==> config.mk <==
export PLATFORM = sky130hd
export DESIGN_NAME = spi_master
export DESIGN_NICKNAME = d
export VERILOG_FILES = /design/src/rtl/spi_pkg.sv /design/src/rtl/spi_sclk_gen.sv /design/src/rtl/spi_master.sv
export SDC_FILE = /design/constraint.sdc
export NUM_CORES = 1
export LEC_CHECK = 0
export CAP_MARGIN = 20
export CORE_UTILIZATION = 35
export CTS_CLUSTER_SIZE = 20
export DETAILED_ROUTE_END_ITERATION = 10
export GPL_TIMING_DRIVEN = 0
export SYNTH_ARGS = -nofsm -noshare
export SYNTH_HDL_FRONTEND = slang
export SYNTH_HIERARCHICAL = 1
export SYNTH_SLANG_ARGS = --single-unit
==> constraint.sdc <==
create_clock -name clk -period 5.3 [get_ports clk]
set_input_delay 1.59 -clock clk [delete_from_list [all_inputs] [get_ports clk]]
set_output_delay 1.59 -clock clk [all_outputs]
set_load 0.02 [all_outputs]
==> src/rtl/spi_pkg.sv <==
// spi_pkg - shared definitions for the SPI master stage.
//
// Holds the instruction word geometry, the FSM state and transfer-size
// enums, the packed instruction layout and a helper that turns a SIZE
// code into a data-field bit count.
//
// Optional build macro used by the consumers of this package:
//   SPI_SIZE_CHECK_EN - reject SIZE=11 instructions instead of running them
//                       as full-width transfers.

package spi_pkg;

  localparam int DWIDTH       = 32;
  localparam int AWIDTH       = 8;
  localparam int S_ADDR_WIDTH = 2;

  // Packed instruction word: {SS, WR_EN, SIZE[1:0], ADDR, WDATA}
  localparam int INSTR_W = S_ADDR_WIDTH + 3 + AWIDTH + DWIDTH;

  // Longest serial frame: WR_EN + ADDR + full-width data field
  localparam int FRAME_W = 1 + AWIDTH + DWIDTH;
  localparam int NB_W    = $clog2(FRAME_W + 1);
  // Edge counter must reach 2*FRAME_W-1
  localparam int EC_W    = NB_W + 1;

  typedef enum logic [2:0] {
    ST_IDLE,
    ST_FETCH,
    ST_LOAD,
    ST_SETUP,
    ST_SHIFT,
    ST_HOLD
  } spi_state_t;

  typedef enum logic [1:0] {
    SZ8    = 2'b00,
    SZ16   = 2'b01,
    SZFULL = 2'b10,
    SZRSV  = 2'b11
  } spi_size_t;

  typedef struct packed {
    logic [S_ADDR_WIDTH-1:0] ss;
    logic                    wr_en;
    spi_size_t               size;
    logic [AWIDTH-1:0]       addr;
    logic [DWIDTH-1:0]       wdata;
  } spi_instr_t;

  // Width of the data field for a given SIZE code; the reserved code
  // falls back to a full-width transfer.
  function automatic int unsigned data_bits(spi_size_t size);
    case (size)
      SZ8:     return 8;
      SZ16:    return 16;
      default: return DWIDTH;
    endcase
  endfunction

endpackage

==> src/rtl/spi_sclk_gen.sv <==
// spi_sclk_gen - SPI clock divider and edge sequencer.
//
// While 'en' is high the sclk level toggles every CLK_DIV clk cycles.
// The cycle before each toggle raises a one-cycle strobe: lead_stb for
// edges that leave the idle level, trail_stb for edges that return to it.
// edge_cnt counts edges already taken in the current frame. While 'en' is
// low the divider is cleared and sclk follows idle_level.
//
// Ports:
//   clk, rst    - clock, asynchronous active-high reset
//   en          - run the divider (high only while shifting)
//   idle_level  - sclk level to park at while disabled (CPOL)
//   lead_stb    - next sclk change is a leading edge
//   trail_stb   - next sclk change is a trailing edge
//   edge_cnt    - number of edges already produced in this frame
//   sclk        - SPI clock output

module spi_sclk_gen
  import spi_pkg::*;
#(
  parameter int CLK_DIV = 2
) (
  input  logic            clk,
  input  logic            rst,
  input  logic            en,
  input  logic            idle_level,
  output logic            lead_stb,
  output logic            trail_stb,
  output logic [EC_W-1:0] edge_cnt,
  output logic            sclk
);

  localparam int CW = (CLK_DIV > 1) ? $clog2(CLK_DIV) : 1;

  logic [CW-1:0] div_cnt;
  logic          tick;

  // Even-numbered edges leave the idle level, odd-numbered ones return to it
  assign tick      = en && (div_cnt == CW'(CLK_DIV - 1));
  assign lead_stb  = tick && !edge_cnt[0];
  assign trail_stb = tick && edge_cnt[0];

  // Half-period divider, edge counter and sclk level
  always_ff @(posedge clk or posedge rst) begin
    if (rst) begin
      div_cnt  <= '0;
      edge_cnt <= '0;
      sclk     <= 1'b0;
    end else if (!en) begin
      div_cnt  <= '0;
      edge_cnt <= '0;
      sclk     <= idle_level;
    end else if (tick) begin
      div_cnt  <= '0;
      edge_cnt <= edge_cnt + 1'b1;
      sclk     <= ~sclk;
    end else begin
      div_cnt  <= div_cnt + 1'b1;
    end
  end

endmodule

==> src/rtl/spi_master.sv <==
// spi_master - SPI master stage fed by packed instruction words.
//
// For each instruction the block pulses driver_read, latches the word and
// the {CPOL, CPHA} mode, selects one slave, shifts out the frame
// {WR_EN, ADDR, data field} MSB-first and, for reads, returns the sampled
// data field zero-extended on spi_slv_read_data.
//
// Ports:
//   clk, rst           - clock, asynchronous active-high reset
//   master_en          - allow new instruction fetches
//   driver_data        - instruction word {SS, WR_EN, SIZE, ADDR, WDATA}
//   driver_cfg         - {CPOL, CPHA}, sampled only while loading
//   driver_read        - one-cycle instruction request
//   spi_slv_read_data  - result of the most recent completed read
//   busy               - high whenever the FSM is not idle
//   sclk, mosi, miso   - SPI serial clock and data lines
//   ss_n               - active-low one-hot slave select
//   size_err           - (SPI_SIZE_CHECK_EN only) sticky flag for a
//                        dropped SIZE=11 instruction
//
// Build macro: SPI_SIZE_CHECK_EN enables the SIZE=11 rejection and the
// size_err port. Without it SIZE=11 runs as a full-width transfer.

module spi_master
  import spi_pkg::*;
#(
  parameter int CLK_DIV = 2,
  parameter int NSLAVES = 2**S_ADDR_WIDTH
) (
  input  logic               clk,
  input  logic               rst,
  input  logic               master_en,
  input  logic [INSTR_W-1:0] driver_data,
  input  logic [1:0]         driver_cfg,
  output logic               driver_read,
  output logic [DWIDTH-1:0]  spi_slv_read_data,
  output logic               busy,
  output logic               sclk,
  output logic               mosi,
  input  logic               miso,
  output logic [NSLAVES-1:0] ss_n
`ifdef SPI_SIZE_CHECK_EN
  ,
  output logic               size_err
`endif
);

  localparam int CW = (CLK_DIV > 1) ? $clog2(CLK_DIV) : 1;

  spi_state_t              state_q, state_d;
  spi_instr_t              instr_in;
  logic [S_ADDR_WIDTH-1:0] ss_q;
  logic                    wr_q;
  spi_size_t               size_q;
  logic [1:0]              cfg_q;
  logic [FRAME_W-1:0]      frame_in, tx_sr;
  logic [DWIDTH-1:0]       rx_sr, rx_cur, rd_mask;
  logic [CW-1:0]           ph_cnt;
  logic                    ph_last;
  logic                    load_ok, idle_level;
  logic                    lead_stb, trail_stb, drive_stb, samp_stb, last_edge;
  logic [EC_W-1:0]         edge_cnt, last_edge_idx;

  // Left-aligned serial frame; read frames carry zeros in the data field.
  // The data field is pushed to the top so short transfers end early.
  function automatic logic [FRAME_W-1:0] build_frame(spi_instr_t ins);
    logic [DWIDTH-1:0] data;
    data = '0;
    if (ins.wr_en) data = ins.wdata << (DWIDTH - data_bits(ins.size));
    return {ins.wr_en, ins.addr, data};
  endfunction

  assign instr_in = spi_instr_t'(driver_data);
  assign frame_in = build_frame(instr_in);

`ifdef SPI_SIZE_CHECK_EN
  assign load_ok = (instr_in.size != SZRSV);
`else
  assign load_ok = 1'b1;
`endif

  // While loading, sclk must already park at the incoming CPOL
  assign idle_level = (state_q == ST_LOAD && load_ok) ? driver_cfg[1] : cfg_q[1];

  spi_sclk_gen #(.CLK_DIV(CLK_DIV)) u_sclk_gen (
    .clk        (clk),
    .rst        (rst),
    .en         (state_q == ST_SHIFT),
    .idle_level (idle_level),
    .lead_stb   (lead_stb),
    .trail_stb  (trail_stb),
    .edge_cnt   (edge_cnt),
    .sclk       (sclk)
  );

  // CPHA selects which edge drives mosi and which samples miso
  assign drive_stb     = cfg_q[0] ? lead_stb  : trail_stb;
  assign samp_stb      = cfg_q[0] ? trail_stb : lead_stb;
  assign last_edge_idx = EC_W'(2 * (1 + AWIDTH + data_bits(size_q)) - 1);
  assign last_edge     = trail_stb && (edge_cnt == last_edge_idx);
  assign rx_cur        = samp_stb ? {rx_sr[DWIDTH-2:0], miso} : rx_sr;
  assign rd_mask       = {DWIDTH{1'b1}} >> (DWIDTH - data_bits(size_q));
  assign ph_last       = (ph_cnt == CW'(CLK_DIV - 1));
  assign busy          = (state_q != ST_IDLE);

  // Slave select is only asserted across setup and shifting
  always_comb begin
    ss_n = '1;
    if (state_q == ST_SETUP || state_q == ST_SHIFT) ss_n[ss_q] = 1'b0;
  end

  // State register
  always_ff @(posedge clk or posedge rst) begin
    if (rst) state_q <= ST_IDLE;
    else     state_q <= state_d;
  end

  // Next-state logic and the fetch request
  always_comb begin
    state_d     = state_q;
    driver_read = 1'b0;
    case (state_q)
      ST_IDLE:  if (master_en) state_d = ST_FETCH;
      ST_FETCH: begin
        driver_read = 1'b1;
        state_d     = ST_LOAD;
      end
      ST_LOAD:  state_d = load_ok ? ST_SETUP : ST_IDLE;
      ST_SETUP: if (ph_last) state_d = ST_SHIFT;
      ST_SHIFT: if (last_edge) state_d = ST_HOLD;
      ST_HOLD:  if (ph_last) state_d = ST_IDLE;
      default:  state_d = ST_IDLE;
    endcase
  end

  // Datapath: instruction latch, shift registers, mosi and read result.
  // With CPHA=0 the first bit is presented during setup, so one bit is
  // consumed from the frame while loading.
  always_ff @(posedge clk or posedge rst) begin
    if (rst) begin
      ss_q              <= '0;
      wr_q              <= 1'b0;
      size_q            <= SZ8;
      cfg_q             <= 2'b00;
      tx_sr             <= '0;
      rx_sr             <= '0;
      mosi              <= 1'b0;
      spi_slv_read_data <= '0;
      ph_cnt            <= '0;
    end else begin
      if ((state_q == ST_SETUP || state_q == ST_HOLD) && !ph_last)
        ph_cnt <= ph_cnt + 1'b1;
      else
        ph_cnt <= '0;

      case (state_q)
        ST_LOAD: begin
          if (load_ok) begin
            ss_q   <= instr_in.ss;
            wr_q   <= instr_in.wr_en;
            size_q <= instr_in.size;
            cfg_q  <= driver_cfg;
            if (driver_cfg[0]) begin
              mosi  <= 1'b0;
              tx_sr <= frame_in;
            end else begin
              mosi  <= frame_in[FRAME_W-1];
              tx_sr <= frame_in << 1;
            end
          end
        end
        ST_SETUP: begin
        end
        ST_SHIFT: begin
          if (drive_stb) begin
            mosi  <= tx_sr[FRAME_W-1];
            tx_sr <= tx_sr << 1;
          end
          rx_sr <= rx_cur;
          if (last_edge) begin
            mosi <= 1'b0;
            if (!wr_q) spi_slv_read_data <= rx_cur & rd_mask;
          end
        end
        default: mosi <= 1'b0;
      endcase
    end
  end

`ifdef SPI_SIZE_CHECK_EN
  // Sticky flag for instructions rejected while loading
  always_ff @(posedge clk or posedge rst) begin
    if (rst)                                size_err <= 1'b0;
    else if (state_q == ST_LOAD && !load_ok) size_err <= 1'b1;
  end
`endif

endmodule

==> flow_summary.ini <==
[status]
status = finished, final reports clean

[global_route]
grt_start_max_net_pins = 86
grt_use_total_pct = 17.5
antenna_found_initial = 0
grt_first_pass_wirelength_um = 27200
grt_remaining_overflow = 0
grt_pass1_vias = 5323

[drt]
drt-met1-wl_um = 7550
top_layer_used = met4
wire_per_inst_um = 16.7
drc = 0
drt-total-wl_um = 16300
viasPerCell = 5.43
postRouteAntennaNets = 0
wl_met2_um = 7630
wl_met3_um = 837
dr.pass1.iters = 5
vias = 5325
drt_iter0_markers = 345

[synth]
synth_flop_cell = dfrtp_1
ys_seq_area_share_pct = 47.3
syn_inst = 626
syn_avg_cell_area_um2 = 10.7
async_reset_ff_share_pct = 100
ys_ff_latch = 126
synth_edf_count = 0
synth.lib_cells_used.distinct = 57
yosysWarnings = 6
syn_nets = 679
syn_area_um2 = 6670

[cts]
cts_resized = 0
cts-root-buf = clkbuf_16
post_cts_buffers = 0
clock_sinks = 126
htree_levels = 4
postCtsHoldBufs = 0
numCtsBuffers = 17
cts_tree = yes
clkLatencyLatePin_ns = 0.42
ctsLongestPathBuffers = 2
clk_pin_slew_ns = 0.06

[placed_design]
numPortBuffers = 88
dp_hpwl_um = 11900
dpl_cell_area_um2 = 7880
routabilityCongestion = 0.876
dp.cells = 949

[floorplan]
dieArea_um2 = 19600
die_w_um = 140
dieHeight_um = 140
rows = 50
ios = 91
core-area_um2 = 18700
start_util_pct = 35.7

[worst_setup_path]
start_kind = flop
r2r_end = rx_sr[26]
crit_family = buffers and inverters
critPathRequiredTime_ns = 3.71
reg2reg_slack_ns = 1.60
crit_slowest_cell = clkdlybuf4s50_1
crit_fanout = 10
worstSetupPathType = flop to output pin
startpoint = state_q[0]
timing.critical_path.buf_inv = 5
r2r_cells = 13
worstSetupEndpoint = ss_n[0]
reg2reg_from = state_q[0]
cp.depth = 8
cpMostUsedCell = buf_4
critPathArrivalTime_ns = 2.91
timing.critical_path.cells = clkbuf_2 -> or3b_4 -> inv_1 -> buf_4 -> buf_4 -> a21oi_1 -> or3_1 -> clkdlybuf4s50_1
end_kind = output pin
crit_path_max_incr_delay_ns = 0.54

[pwr]
ir_drop_v = 0.000224
p_per_area_nw_per_um2 = 394
p_leak_nw = 3.65

[timing]
setup_violations = 0
drv_slew = 0
finalCriticalPeriod_ns = 4.50
worst_pin_slew_ns = 0.777
fin_skew_ns = 0.00952
slew_headroom_pct = 48.1
final_hold_viol_count = 0
finalCritPeriodShare_pct = 84.9
rsz0062_at_grt = false
max_freq_mhz = 222

[final_layout]
final_cells = 980
multi_input_area_um2 = 3250
final_cell_mix = dfrtp_1 (126), mux2_2 (89), nand2_1 (89)
regArea_um2 = 3150
final_cell_area_um2 = 8450
diodes = 0
fill_cells = 1719
area_growth_pct = 26.6
drive_above_1_share_pct = 20.9
nets = 787
layout_commonest_cell = dfrtp_1

[min_path]
hold_depth = 1
hold_path.class = flop to flop

[job]
max_cap_violations = 0
## Yosys cell counts, types with 9 or more instances
master    instances  area [µm²]
a211oi_1         17         128
a21oi_1          31         155
a222oi_1          9        90.1
buf_2            13        65.1
clkbuf_1         25        93.8
dfrtp_1         126        3150
inv_1             9        33.8
mux2_2           89        1000
mux2i_1          15         150
nand2_1          89         334
nand3b_1          9        67.6
nor2_1           25        93.8
o21ai_0          60         300
## sequential cells by signal, indices dropped and copies added (netlist names)
register             flops
rx_sr                   32
state_q                  3
ph_cnt                   1
u_sclk_gen/edge_cnt      7
tx_sr                   41
ss_q                     2
u_sclk_gen/div_cnt       1
size_q                   2
u_sclk_gen/sclk          1
cfg_q                    2
mosi                     1
spi_slv_read_data       32
wr_q                     1
## through the flow
stage	worst slack, ns	TNS (ns)	power (W)	utilization, %	hold slack (ns)
final	0.803	0	0.00333	45.2	0.486
after detailed placement	1.24	0	0.00223	42.1	0.478
after global placement	-1.14	-132.58	0.00219	41.9	0.472
after CTS	0.787	0	0.00336	45.2	0.491
after floorplan	0.609	0	0.00190	-	0.465
after global routing	0.657	0	0.00353	45.2	0.505
## worst min path at each step
stage	to	slack, ns	startpoint
floorplan	ph_cnt	0.46	ph_cnt
global placement	spi_slv_read_data[21]	0.47	spi_slv_read_data[21]
detailed placement	spi_slv_read_data[21]	0.48	spi_slv_read_data[21]
CTS	spi_slv_read_data[21]	0.49	spi_slv_read_data[21]
global route	spi_slv_read_data[21]	0.51	spi_slv_read_data[21]
finish	spi_slv_read_data[21]	0.49	spi_slv_read_data[21]
## cells by family after synthesis
kind of cell             count (synthesis)  synth area share, %
buffers and inverters                   56                 4.03
AO/OA/AOI/OAI                          165                 15.8
AND/OR/NAND/NOR                        157                 11.4
XOR/XNOR                                 6                0.788
adder cells (fa/ha/maj)                  2                0.375
flip-flops                             126                 47.3
multiplexers                           114                 20.3
## cell type report
cell class	count	share of cell area (%)
Timing Repair Buffer	89	10.8
Tap cell	234	3.47
Sequential cell	126	37.3
Clock buffer	20	5.41
Clock inverter	11	1.30
Inverter	9	0.459
Buffer	47	2.79
Multi-Input combinational cell	444	38.5
## per-layer routing
| metal | GRT usage (%) | vias to the layer above |
|---|---|---|
| li1 | - | 2500 |
| met1 | 23.5 | 2592 |
| met2 | 28.0 | 201 |
| met3 | 3.38 | 32 |
| met4 | 6.88 | 0 |
| met5 | 0 | - |
## report_power, final
group | total (W) | switching (W) | leakage, nW | internal, W
Clock | 0.00111 | 0.000440 | 0.269 | 0.000672
Combinational | 0.000937 | 0.000546 | 1.68 | 0.000391
Sequential | 0.00128 | 0.000120 | 1.70 | 0.00116
Total | 0.00333 | 0.00111 | 3.65 | 0.00222
Power figures use the tool's default switching activity.
